## config.mk

```make
export PLATFORM = sky130hd
export DESIGN_NAME = kamus_dmem_arbiter
export DESIGN_NICKNAME = d
export VERILOG_FILES = /design/src/rtl/kamus_dmem_arbiter.sv
export SDC_FILE = /design/constraint.sdc
export NUM_CORES = 1
export LEC_CHECK = 0
export ABC_AREA = 0
export BUFFER_PORTS_ARGS = -buffer_cell sky130_fd_sc_hd__buf_4
export CAP_MARGIN = 5
export CORE_AREA = 2 2 110 112
export DETAILED_ROUTE_END_ITERATION = 7
export DIE_AREA = 0 0 112 114
export PLACE_DENSITY = 0.77
export SLEW_MARGIN = 20
export SYNTH_ARGS = -nofsm -noshare
export SYNTH_HDL_FRONTEND = slang
export SYNTH_SLANG_ARGS = --single-unit
```

## constraint.sdc

```tcl
create_clock -name clk_i -period 4.75 [get_ports clk_i]
set_input_delay 0.475 -clock clk_i [delete_from_list [all_inputs] [get_ports clk_i]]
set_output_delay 0.475 -clock clk_i [all_outputs]
set_load 0.005 [all_outputs]
```

## src/rtl/kamus_dmem_arbiter.sv

```systemverilog
// Round-robin arbiter sharing the single-port L1 data memory between the LSU (port 0) and the debug/DMA port (port 1).
// Optional ACCESS-state watchdog enabled by defining KAMUS_DMEM_ARB_TIMEOUT_EN.
module kamus_dmem_arbiter #(
    parameter int ADDR_W         = 32,
    parameter int DATA_W         = 32,
    parameter int TIMEOUT_CYCLES = 64
) (
    input  logic                clk_i,
    input  logic                rst_i,

    input  logic                lsu_req_i,
    input  logic                lsu_we_i,
    input  logic [ADDR_W-1:0]   lsu_addr_i,
    input  logic [DATA_W-1:0]   lsu_wdata_i,
    input  logic [DATA_W/8-1:0] lsu_be_i,
    output logic                lsu_gnt_o,
    output logic                lsu_rvalid_o,
    output logic                lsu_stall_o,

    input  logic                dbg_req_i,
    input  logic                dbg_we_i,
    input  logic [ADDR_W-1:0]   dbg_addr_i,
    input  logic [DATA_W-1:0]   dbg_wdata_i,
    input  logic [DATA_W/8-1:0] dbg_be_i,
    output logic                dbg_gnt_o,
    output logic                dbg_rvalid_o,

    output logic [DATA_W-1:0]   rdata_o,
    output logic                err_o,

    output logic                mem_req_o,
    output logic                mem_we_o,
    output logic [ADDR_W-1:0]   mem_addr_o,
    output logic [DATA_W-1:0]   mem_wdata_o,
    output logic [DATA_W/8-1:0] mem_be_o,
    input  logic [DATA_W-1:0]   mem_rdata_i,
    input  logic                mem_ack_i
);

    typedef enum logic [1:0] {
        IDLE,
        ACCESS,
        RESP
    } state_t;

    state_t              state;
    state_t              state_next;

    // last_gnt = 1 means the debug port won the most recent grant
    logic                last_gnt;
    logic                sel_id;
    logic                lsu_win;
    logic                dbg_win;
    logic                any_win;
    logic                mem_done;
    logic                timeout_hit;
    logic                err_q;
    logic [DATA_W-1:0]   rdata_q;

    always_comb begin
        lsu_win = 1'b0;
        dbg_win = 1'b0;
        if (state == IDLE) begin
            if (lsu_req_i && dbg_req_i) begin
                lsu_win = last_gnt;
                dbg_win = ~last_gnt;
            end else begin
                lsu_win = lsu_req_i;
                dbg_win = dbg_req_i;
            end
        end
    end

    assign any_win  = lsu_win | dbg_win;
    assign mem_done = (state == ACCESS) && mem_ack_i;

`ifdef KAMUS_DMEM_ARB_TIMEOUT_EN
    localparam int CNT_W = $clog2(TIMEOUT_CYCLES + 1);

    logic [CNT_W-1:0] acc_cnt;

    always_ff @(posedge clk_i or posedge rst_i) begin
        if (rst_i) begin
            acc_cnt <= '0;
        end else if (state == ACCESS) begin
            acc_cnt <= acc_cnt + CNT_W'(1);
        end else begin
            acc_cnt <= '0;
        end
    end

    // An ack arriving in the expiry cycle takes priority over the abort
    assign timeout_hit = (state == ACCESS) && !mem_ack_i &&
                         (acc_cnt == CNT_W'(TIMEOUT_CYCLES - 1));

    always_ff @(posedge clk_i or posedge rst_i) begin
        if (rst_i) begin
            err_q <= 1'b0;
        end else if (mem_done) begin
            err_q <= 1'b0;
        end else if (timeout_hit) begin
            err_q <= 1'b1;
        end
    end
`else
    logic unused_timeout_cfg;

    assign unused_timeout_cfg = (TIMEOUT_CYCLES != 0);
    assign timeout_hit        = 1'b0;
    assign err_q              = 1'b0;
`endif

    always_ff @(posedge clk_i or posedge rst_i) begin
        if (rst_i) begin
            state <= IDLE;
        end else begin
            state <= state_next;
        end
    end

    always_comb begin
        state_next = state;
        case (state)
            IDLE: begin
                if (any_win) begin
                    state_next = ACCESS;
                end
            end
            ACCESS: begin
                if (mem_done || timeout_hit) begin
                    state_next = RESP;
                end
            end
            RESP: begin
                state_next = IDLE;
            end
            default: begin
                state_next = IDLE;
            end
        endcase
    end

    always_ff @(posedge clk_i or posedge rst_i) begin
        if (rst_i) begin
            last_gnt    <= 1'b1;
            sel_id      <= 1'b0;
            mem_we_o    <= 1'b0;
            mem_addr_o  <= '0;
            mem_wdata_o <= '0;
            mem_be_o    <= '0;
            rdata_q     <= '0;
        end else begin
            if (any_win) begin
                last_gnt    <= dbg_win;
                sel_id      <= dbg_win;
                mem_we_o    <= dbg_win ? dbg_we_i    : lsu_we_i;
                mem_addr_o  <= dbg_win ? dbg_addr_i  : lsu_addr_i;
                mem_wdata_o <= dbg_win ? dbg_wdata_i : lsu_wdata_i;
                mem_be_o    <= dbg_win ? dbg_be_i    : lsu_be_i;
            end
            // Stores and aborted accesses report zero read data
            if (mem_done) begin
                rdata_q <= mem_we_o ? '0 : mem_rdata_i;
            end else if (timeout_hit) begin
                rdata_q <= '0;
            end
        end
    end

    always_comb begin
        lsu_gnt_o    = lsu_win;
        dbg_gnt_o    = dbg_win;
        mem_req_o    = (state == ACCESS);
        lsu_rvalid_o = (state == RESP) && !sel_id;
        dbg_rvalid_o = (state == RESP) && sel_id;
        err_o        = (state == RESP) && err_q;
        lsu_stall_o  = lsu_req_i && !((state == RESP) && !sel_id);
    end

    assign rdata_o = rdata_q;

endmodule

```

After elaboration in Yosys (flattened, before gate mapping)
Index checks and enable logic that the tools add are counted.
{"block": "word_totals", "wordCells": 35, "regBits": 105, "output_inout_bits": 108}
{"block": "classes", "n_mux": 12, "n_eq_ne": 4, "n_reduce_logical": 9, "bitwise": 2}
{"operator": "$mux 32", "count": 3}
{"operator": "$logic_and 1x1->1", "count": 5}
{"operator": "$mux 1", "count": 5}
{"operator": "$mux 2", "count": 2}
{"operator": "$mux 4", "count": 1}
{"operator": "$pmux 2 s2", "count": 1}
{"operator": "$eq 2x1->1 const B", "count": 1}
{"operator": "$eq 2x2->1 const B", "count": 1}
{"operator": "$logic_not 1->1", "count": 2}
{"operator": "$logic_not 2->1", "count": 1}
{"operator": "$ne 2x1->1 const B", "count": 1}
{"operator": "$ne 2x2->1 const B", "count": 1}
{"operator": "$reduce_and 2->1", "count": 1}
{"operator": "$not 1->1", "count": 1}
{"operator": "$or 1x1->1", "count": 1}

Logic depth before layout (Yosys ltp)
Gate-level depths: netlist of the first run.
{"block": "logic_depth", "depth_word": 6, "ltp_mapped": 6, "ltp_nobuf": 4}

Least setup slack after synthesis of the first run
Ideal clock, no wire load.
{"block": "synth_timing", "kind": "register to output", "startpoint": "reg last_gnt", "endpoint": "out lsu_gnt_o", "required_time_ns": 4.275, "slack_ns": 3.133, "arrival_time_ns": 1.142, "path_buffers": 2, "path_stages_with_launch": 5, "cell_sequence": "dfstp_2 buf_2 clkbuf_1 o21ai_0 nor2_1"}
{"block": "synth_between", "elab_chain_cells": 2}
{"element": "from (decl)", "line": "50", "source": "logic last_gnt;"}
{"element": "from (signal assigned)", "line": "154", "source": "last_gnt <= dbg_win;"}
{"element": "$mux 1", "line": "64", "source": "if (lsu_req_i && dbg_req_i) begin"}
{"element": "$mux 1", "line": "63", "source": "if (state == IDLE) begin"}
{"element": "to (decl)", "line": "16", "source": "output logic lsu_gnt_o,"}
Every way passes these cells.

Worst setup path in the final report of the first run
{"block": "layout_timing", "startpoint": "reg last_gnt", "endpoint": "out dbg_gnt_o"}
{"block": "layout_between", "elab_chain_cells": 3}
{"element": "$not 1->1", "line": "66", "source": "dbg_win = ~last_gnt;"}
{"element": "$mux 1", "line": "64"}
{"element": "$mux 1", "line": "63"}
{"element": "to (decl)", "line": "25", "source": "output logic dbg_gnt_o,"}
Every way passes these cells.

==> results of run 1 <==
[state kept, by name (all words and copies together), names as in the netlist]
register	cells
sel_id	1
mem_addr_o	32
mem_we_o	1
mem_wdata_o	32
rdata_o	32
mem_be_o	4
last_gnt	1
state	2
[cell usage after synthesis (all sizes together) (2+ instances only)]
cell type | n | area, um2
nand2b | 33 | 206
clkbuf | 35 | 133
buf | 28 | 186
o21ai | 104 | 521
o2111ai | 69 | 604
nand2 | 33 | 124
dfrtp | 104 | 2600
inv | 74 | 278
a21o | 2 | 15.0
o211ai | 69 | 518
nor2 | 3 | 21.3
[routing by layer]
| layer | vias up | share of wire, % | track usage (%) |
|---|---|---|---|
| met3 | 36 | 7.4 | 4.52 |
| met5 | - | 0 | 0 |
| li1 | 2506 | - | - |
| met4 | 0 | 2.7 | 9.92 |
| met2 | 301 | 49 | 43.9 |
| met1 | 2609 | 41 | 33.9 |
[critical path, cell delays in order (launching register included)]
cell	delay (ps)
dfstp_2	520
buf_4	620
nand2_1	140
nand3_2	460
inv_2	100
buf_4	180
[area by class of cell]
class,instances,area (um2)
clock buffer,12,256
clock inverter,4,52.6
fill,945,4080
inverter,74,280
multi-input combinational,320,2070
sequential,105,2630
tap,147,184
timing repair buffer,288,2160
[power by group through the flow]
stage                     logic [uW]  clock network, uW  registers [uW]
final                           1980                761            1610
after global routing            2150                816            1660
after CTS                       1980                775            1610
after detailed placement        1980                  0            1620
after global placement          1910                  0            1610
after floorplan                 1020                  0            1590
[how the worst max path moves through the flow]
stage                    end  slack, ps  cells past startpoint
2_1_floorplan  mem_addr_o[0]       1520                      1
3_3_place_gp     mem_be_o[1]       2240                      5
3_5_place_dp   mem_addr_o[4]       2150                      5
4_1_cts            dbg_gnt_o       1910                      5
5_1_grt            dbg_gnt_o       1770                      5
6_report           dbg_gnt_o       1910                      5
[logic make-up after synthesis]
| group | after synthesis | share of synthesized area, % |
|---|---|---|
| flops | 105 | 49.7 |
| simple gates | 75 | 7.53 |
| other cells | 1 | 0.0710 |
| buf+inv | 137 | 11.3 |
| compound gates | 244 | 31.4 |
[per-stage QoR]
step / power, uW / utilization (%) / instance area (um2) / cells
2_1_floorplan: 2610 / - / 5290 / 562
3_3_place_gp: 3520 / 62.5 / 7320 / 934
3_5_place_dp: 3600 / 62.5 / 7320 / 934
4_1_cts: 4360 / 65.1 / 7630 / 950
5_1_grt: 4630 / 65.2 / 7630 / 950
6_report: 4350 / 65.2 / 7630 / 950
==> impl_metrics.csv, run 1 <==
group,metric,value,unit
layout,final_cell_mix,"buf_4 (288), dfrtp_1 (104), o21ai_0 (98)",
critical_path,worst_setup_path_start_kind,"flip-flop",
synth,synthesis.area_per_instance,9.40,um2
critical_path,critPathCaptureType,"output port",
cts,clkSinkCount,105,
pwr,irDropWorstVdd,0.418,mV
floorplan,fp.dieH,114,um
pwr,power_frac_clock,17.5,%
floorplan,floorplan.die_area,0.0128,mm2
critical_path,rr_startpoint,"last_gnt",
sta,timing.final.hold_violations,0,
sta,worst_max_slew_margin_expressed_relative_to_the_limit,46.5,%
routing,route.vias.total,5452,
cts,clock_latency,340,ps
sta,period_share,59.9,%
global_route,grt_max_degree,75,
place,placement.io_buffers,281,
layout,syn2layout_area_growth,44.4,%
global_route,grt.total_usage,26.0,%
synth,ys_async_sr_fraction,100,%
worst_hold_path,worstHoldPathType,"in2async",
critical_path,worst-setup-path-type,"reg2out",
routing,drcViolationCount,0,
sta,worst_slack,1910,ps
synth,synthesis.yosys.warnings,0,
sta,setup_repair_after_global_routing_missed_its_margin,"no",
sta,layout_min_cycle_time,2840,ps
floorplan,std_cell_rows,40,
cts,cts-hold-fix-buffers,0,
critical_path,reg2reg_path_depth,5,
synth,portion_of_the_post_synthesis_area_used_by_sequential_elements,49.7,%
critical_path,timing.critical_path.from,"last_gnt",
layout,layout.cells.most_common,"buf_4",
pwr,netSwitchingFraction,36.8,%
pwr,p_leak,0.00372,uW
cts,post_cts_resized,0,
pwr,power.net_switching,1600,uW
run,drv.max_cap_violation_count,0,
floorplan,design.core.area,0.0117,mm2
routing,first_drt_iteration_drcs,570,
sta,timing.final.max_slew_violations,0,
floorplan,io_pins,283,
floorplan,initial_core_util,45.1,%
pwr,share_comb_of_total_power,45.5,%
synth,synthesis.nets,737,
cts,cts_made_buffers,9,
critical_path,setup.reg_to_reg.worst_slack,2120,ps
routing,vias_per_cell,5.74,
routing,detail-route-antenna-nets,0,
floorplan,die_x,112,um
cts,tritoncts_clock_tree,"done",
global_route,first_pass_grt_wire_length,26900,um
global_route,initial_antenna_violation_count,0,
synth,post_synthesis_cell_count,562,
routing,wirelength,17300,um
place,gp_congestion,0.859,
pwr,power_density_normalized_to_cell_area,570,mW/mm2
sta,fin_setup_tns,0,ps
global_route,global_route.overflow_total,0,
cts,cts.path.max_buffers,2,
layout,finalNetCount,973,
cts,ctsRootBufferMaster,"clkbuf_16",
critical_path,r2r-end,"mem_wdata_o[10]",
cts,post-cts-setup-buffers,0,
global_route,grt_pass1_vias,5233,
place,dp_hpwl,11800,um
pwr,power_frac_seq,37.0,%
synth,synth_area,0.00529,mm2
critical_path,worst-endpoint-arrival,2370,ps
sta,timing.final.setup_violations,0,
synth,ys.flop_type,"dfrtp_1",
sta,finClkSkew,9.14,ps
routing,first_pass_iters,5,
sta,worst_slew_pin_slew,803,ps
cts,clk_pin_slew,70,ps
cts,cts.htree.levels,3,
critical_path,crit_fanout,72,
sta,fin_hold_ws,188,ps
synth,post_synthesis_sequential_element_count,105,
synth,post_synthesis_cell_type_count,27,
sta,fmax,352,MHz
layout,drive_above_1_share,38.7,%
layout,antenna-diode-count,0,
pwr,cell_internal_pwr,2750,uW
critical_path,worst-endpoint-required,4280,ps
place,dpl_worst_slack,2150,ps
synth,synth_edf_count,0,
outcome,status,"completed",
routing,route.detailed.wl_per_inst,18.3,um
No activity file was read; power rests on OpenSTA's default activity.
==> inputs of run 2 (changes only) <==
--- a/config.mk
+++ b/config.mk
@@ -8,10 +8,9 @@
 export ABC_AREA = 0
 export BUFFER_PORTS_ARGS = -buffer_cell sky130_fd_sc_hd__buf_4
 export CAP_MARGIN = 5
-export CORE_AREA = 2 2 110 112
+export CORE_UTILIZATION = 41
 export DETAILED_ROUTE_END_ITERATION = 7
-export DIE_AREA = 0 0 112 114
-export PLACE_DENSITY = 0.77
+export PLACE_DENSITY = 0.73
 export SLEW_MARGIN = 20
 export SYNTH_ARGS = -nofsm -noshare
 export SYNTH_HDL_FRONTEND = slang
==> constraint.sdc (replaced) <==
create_clock -name clk_i -period 2.5 [get_ports clk_i]
set_input_delay 0.25 -clock clk_i [delete_from_list [all_inputs] [get_ports clk_i]]
set_output_delay 0.25 -clock clk_i [all_outputs]
set_load 0.005 [all_outputs]
==> run 2 against run 1 <==
Largest cell class unchanged. Design area rose by 1.0%. Critical path depth decreased by 1. Final cell count is 3.2% higher. Via count is 1.2% lower. Total power rose by 88%. Global-route usage shrank 0.58 points. Critical path type unchanged. Clock skew down 4.5 ps. Sequential power up 89%. Register-to-register slack lost 1400 ps. Sequential share of layout area shrank 0.36 points. Core utilization is 3.8 points lower. Routed wire length decreased by 1.8%.
==> impl_metrics.csv, run 2 (synthesized netlist as in run 1, its figures left out) <==
group,metric,value,unit
floorplan,std_cell_rows,41,
sta,timing.final.setup_violations,0,
global_route,grt_pass1_vias,5110,
global_route,first_pass_grt_wire_length,26200,um
routing,wirelength,17000,um
pwr,power.net_switching,3040,uW
critical_path,max_stage_delay,490,ps
layout,layout.cells.most_common,"buf_4",
cts,post_cts_resized,0,
sta,fin_hold_ws,80.4,ps
floorplan,fp.dieH,116,um
cts,cts-hold-fix-buffers,0,
cts,tritoncts_clock_tree,"done",
routing,route.vias.total,5388,
cts,post-cts-setup-buffers,0,
place,gp_congestion,0.842,
sta,worst_slack,395,ps
sta,layout_min_cycle_time,2100,ps
cts,ctsRootBufferMaster,"clkbuf_16",
sta,fmax,475,MHz
pwr,irDropWorstVdd,0.513,mV
cts,cts.path.max_buffers,2,
pwr,power_frac_seq,37.2,%
layout,syn2layout_area_growth,45.9,%
cts,cts.htree.levels,3,
critical_path,timing.critical_path.slowest_stage_cell,"nand3_2",
floorplan,die_x,116,um
place,placement.io_buffers,281,
cts,clkSinkCount,105,
cts,cts_made_buffers,9,
critical_path,worst-endpoint-required,2250,ps
global_route,initial_antenna_violation_count,0,
sta,setup_repair_after_global_routing_missed_its_margin,"no",
critical_path,worst-setup-path-type,"reg2out",
routing,vias_per_cell,5.50,
global_route,global_route.overflow_total,0,
layout,drive_above_1_share,39.1,%
floorplan,initial_core_util,42.1,%
layout,final_cell_mix,"buf_4 (290), dfrtp_1 (104), o21ai_0 (98)",
pwr,power_frac_clock,16.6,%
pwr,netSwitchingFraction,37.0,%
layout,fin_area,0.00771,mm2
pwr,cell_internal_pwr,5160,uW
critical_path,crit_fanout,27,
layout,antenna-diode-count,0,
sta,worst_max_slew_margin_expressed_relative_to_the_limit,46.6,%
pwr,power_density_normalized_to_cell_area,1060,mW/mm2
outcome,status,"completed",
layout,finalNetCount,978,
pwr,p_leak,0.00373,uW
floorplan,design.core.area,0.0126,mm2
routing,detail-route-antenna-nets,0,
critical_path,worst-endpoint-arrival,1850,ps
run,drv.max_cap_violation_count,0,
layout,nFillCells,1098,
sta,timing.final.hold_violations,0,
pwr,share_comb_of_total_power,46.1,%
sta,timing.final.max_slew_violations,0,
routing,route.detailed.wl_per_inst,17.4,um
sta,finClkSkew,4.60,ps
critical_path,critPathCaptureType,"output port",
critical_path,critical_path.cell_chain,"nor2_4 > nand3_2 > inv_2 > buf_4",
sta,period_share,84.2,%
floorplan,io_pins,283,
global_route,grt.total_usage,25.5,%
routing,first_drt_iteration_drcs,345,
place,dp_hpwl,11600,um
place,detailed_place.area,0.00743,mm2
critical_path,worst_setup_path_start_kind,"flip-flop",
sta,worst_slew_pin_slew,802,ps
place,dpl_worst_slack,727,ps
cts,clock_latency,350,ps
cts,clk_pin_slew,70,ps
routing,first_pass_iters,5,
floorplan,floorplan.die_area,0.0133,mm2
routing,drcViolationCount,0,
global_route,grt_max_degree,106,
worst_hold_path,worstHoldPathType,"in2async",
sta,fin_setup_tns,0,ps
## run 2: cell count changes in the layout (fill, tap and decap cells not counted), sizes merged
cell	delta
clkinv	-2
clkinvlp	+4
bufinv	-1
buf	+5
inv	-1
## run 2: power by group through the flow
stage	clock network, uW	logic, uW	registers, uW
2_1_floorplan	0	1930	3020
3_3_place_gp	0	3700	3050
3_5_place_dp	0	3810	3080
4_1_cts	1390	3800	3060
5_1_grt	1460	4170	3150
6_report	1360	3780	3050
## run 2: metrics by stage
stage	instances	total power, uW	utilization [%]
2_1_floorplan	562	4950	-
3_3_place_gp	964	6750	59.1
3_5_place_dp	964	6890	59.1
4_1_cts	980	8250	61.4
5_1_grt	980	8790	61.4
6_report	980	8200	61.4
## run 2: final timing paths
path	cells after the start	slack (ps)	end	from
setup reg to reg	4	710	mem_wdata_o[29]	state[1]
setup / recovery	4	400	dbg_gnt_o	state[1]
hold reg to reg	2	480	rdata_o[31]	rdata_o[31]
max in group asynchronous	3	2020	mem_addr_o[1]	rst_i
hold / removal	3	80	mem_be_o[2]	rst_i
min in group clk_i	2	100	state[0]	mem_ack_i
## run 2: cell type report
| class | instances | area (um2) | share of cell area (%) |
|---|---|---|---|
| well taps | 172 | 215 | 2.79 |
| clock buffers | 12 | 256 | 3.33 |
| repair buffers | 293 | 2240 | 29.0 |
| flip-flops and latches | 105 | 2630 | 34.1 |
| clock inverters | 4 | 27.5 | 0.357 |
| multi-input cells | 320 | 2060 | 26.8 |
| inverters | 74 | 282 | 3.65 |
## run 2: per-layer routing
| layer | track usage, % | vias to the layer above | part of all wire, % |
|---|---|---|---|
| met1 | 31.4 | 2576 | 40 |
| met5 | 0 | - | 0 |
| met2 | 42.4 | 258 | 49 |
| met3 | 5.23 | 41 | 7.2 |
| met4 | 12.8 | 0 | 3.6 |
| li1 | - | 2513 | - |
## run 2: worst max-delay path: cells and delay by family (launching register included)
kind                   cells  cell delay [ps]
and+or+nand+nor            2              630
DFF                        1              440
buffers and inverters      2              440
==> inputs of run 3 (changes only) <==
--- a/config.mk
+++ b/config.mk
@@ -8,9 +8,9 @@
 export ABC_AREA = 0
 export BUFFER_PORTS_ARGS = -buffer_cell sky130_fd_sc_hd__buf_4
 export CAP_MARGIN = 5
-export CORE_UTILIZATION = 41
+export CORE_UTILIZATION = 45
 export DETAILED_ROUTE_END_ITERATION = 7
-export PLACE_DENSITY = 0.73
+export PLACE_DENSITY = 0.76
 export SLEW_MARGIN = 20
 export SYNTH_ARGS = -nofsm -noshare
 export SYNTH_HDL_FRONTEND = slang
==> constraint.sdc (replaced) <==
create_clock -name clk_i -period 2.1 [get_ports clk_i]
set_input_delay 0.21 -clock clk_i [delete_from_list [all_inputs] [get_ports clk_i]]
set_output_delay 0.21 -clock clk_i [all_outputs]
set_load 0.005 [all_outputs]
==> run 3 against run 2 <==
Total power grew 23%. Flip-flop and latch count is the same. Register-to-register slack got worse by 320 ps. Via count up 0.45%. Non-clock buffer count increased by 2. Clock-buffer cell count is 2 lower. Critical endpoint is now lsu_gnt_o. Largest power group unchanged.
==> impl_metrics.csv, run 3 (synthesized netlist as in run 1, its figures left out) <==
group,metric,value,unit
outcome,status,"completed",
layout,drive_above_1_share,39.4,%
pwr,power_frac_clock,18.2,%
pwr,irDropWorstVdd,0.809,mV
routing,detail-route-antenna-nets,0,
sta,fin_setup_tns,0,ps
pwr,netSwitchingFraction,36.2,%
sta,timing.final.max_slew_violations,0,
critical_path,reg2reg_path_depth,4,
cts,cts-hold-fix-buffers,0,
global_route,grt_pass1_vias,5090,
routing,drcViolationCount,0,
sta,timing.final.hold_violations,0,
floorplan,die_x,110,um
run,drv.max_cap_violation_count,0,
routing,vias_per_cell,5.68,
cts,clkSinkCount,105,
layout,syn2layout_area_growth,46.9,%
layout,layout.cells.most_common,"buf_4",
cts,post_cts_resized,0,
place,gp_congestion,0.784,
place,placement.io_buffers,281,
pwr,power_frac_seq,35.9,%
global_route,first_pass_grt_wire_length,25600,um
floorplan,initial_core_util,46.3,%
floorplan,std_cell_rows,39,
sta,setup_repair_after_global_routing_missed_its_margin,"no",
floorplan,floorplan.die_area,0.0122,mm2
pwr,p_leak,0.00378,uW
sta,period_share,91.5,%
cts,clk_pin_slew,70,ps
cts,cts.htree.levels,3,
floorplan,design.core.area,0.0114,mm2
floorplan,io_pins,283,
cts,post-cts-setup-buffers,0,
cts,cts_made_buffers,9,
critical_path,path_common_cell,"buf_4",
global_route,grt_max_degree,106,
routing,first_pass_iters,6,
critical_path,critical_path.cell_chain,"or2_4 > buf_4 > nor2_1 > buf_4",
critical_path,worst-endpoint-required,1890,ps
global_route,initial_antenna_violation_count,0,
layout,final_cell_mix,"buf_4 (290), dfrtp_1 (104), o21ai_0 (98)",
critical_path,worst-endpoint-arrival,1710,ps
routing,first_drt_iteration_drcs,327,
critical_path,critPathCaptureType,"output port",
pwr,power_density_normalized_to_cell_area,1300,mW/mm2
sta,layout_min_cycle_time,1920,ps
critical_path,worst-setup-path-type,"reg2out",
global_route,grt.total_usage,27.3,%
critical_path,r2r-end,"mem_addr_o[17]",
worst_hold_path,worstHoldPathType,"in2async",
routing,route.detailed.wl_per_inst,17.9,um
pwr,power.net_switching,3650,uW
critical_path,crit_fanout,26,
critical_path,timing.critical_path.slowest_stage_cell,"dfrtp_1",
critical_path,setup.reg_to_reg.worst_slack,390,ps
pwr,share_comb_of_total_power,45.9,%
sta,worst_max_slew_margin_expressed_relative_to_the_limit,46.3,%
place,dp_hpwl,11800,um
cts,cts.path.max_buffers,2,
floorplan,fp.dieH,110,um
layout,antenna-diode-count,0,
layout,final_util,68.0,%
cts,clock_latency,340,ps
sta,timing.final.setup_violations,0,
sta,finClkSkew,5.28,ps
critical_path,rr_startpoint,"state[1]",
sta,worst_slew_pin_slew,805,ps
layout,finalNetCount,980,
sta,fmax,521,MHz
routing,route.vias.total,5412,
pwr,cell_internal_pwr,6430,uW
routing,wirelength,17000,um
cts,tritoncts_clock_tree,"done",
critical_path,max_stage_delay,460,ps
global_route,global_route.overflow_total,0,
cts,ctsRootBufferMaster,"clkbuf_16",
critical_path,worst_setup_path_start_kind,"flip-flop",
[run 3: cell count changes in the layout (fill, tap and decap cells not counted), sizes merged]
cell / delta
buf: +2
bufinv: +2
clkbuf: -2
clkinv: +3
clkinvlp: -3
[run 3: cell type report]
class                      count  area, um2
clock buffer                  10        239
clock inverter                 6       91.3
fill                         931       3650
inverter                      74        282
multi-input combinational    320       2070
sequential                   105       2630
tap                          143        179
timing repair buffer         295       2280
[run 3: power groups by stage]
stage | registers, uW | logic, uW | clock network, uW
5_1_grt | 3750 | 5080 | 1970
6_report | 3620 | 4630 | 1830
3_3_place_gp | 3590 | 4490 | 0
3_5_place_dp | 3640 | 4650 | 0
4_1_cts | 3620 | 4640 | 1880
2_1_floorplan | 3590 | 2300 | 0
[run 3: worst max path at each step]
stage	slack [ps]	startpoint	end	depth (start not counted)
2_1_floorplan	630	rst_i	mem_addr_o[0]	1
3_3_place_gp	410	state[1]	lsu_gnt_o	4
3_5_place_dp	370	state[1]	mem_wdata_o[3]	4
4_1_cts	20	state[1]	lsu_gnt_o	4
5_1_grt	70	state[0]	lsu_gnt_o	4
6_report	180	state[0]	lsu_gnt_o	4
[run 3: metal layers]
| metal | track usage (%) | vias to the layer above | wire [um] |
|---|---|---|---|
| met5 | 0 | - | 0 |
| met4 | 11.7 | 0 | 452 |
| met3 | 7.52 | 35 | 1540 |
| met2 | 44.6 | 252 | 8370 |
| met1 | 33.9 | 2608 | 6660 |
| li1 | - | 2517 | - |
[run 3: worst max-delay path, delay by kind of cell, from the launching register on]
family                 cells  cell delay, ps
AND/OR/NAND/NOR            2             420
flip-flops                 1             460
buffers and inverters      2             470
[run 3: per-stage QoR]
stage	hold slack (ps)	setup WS (ps)	instance area, um2	total power, uW	cells
3_5_place_dp	430	371	7430	8290	937
5_1_grt	81.3	70.6	7760	10800	953
4_1_cts	62.2	19.4	7760	10100	953
2_1_floorplan	318	631	5290	5890	562
6_report	6.12	179	7760	10100	953
3_3_place_gp	422	414	7430	8080	937
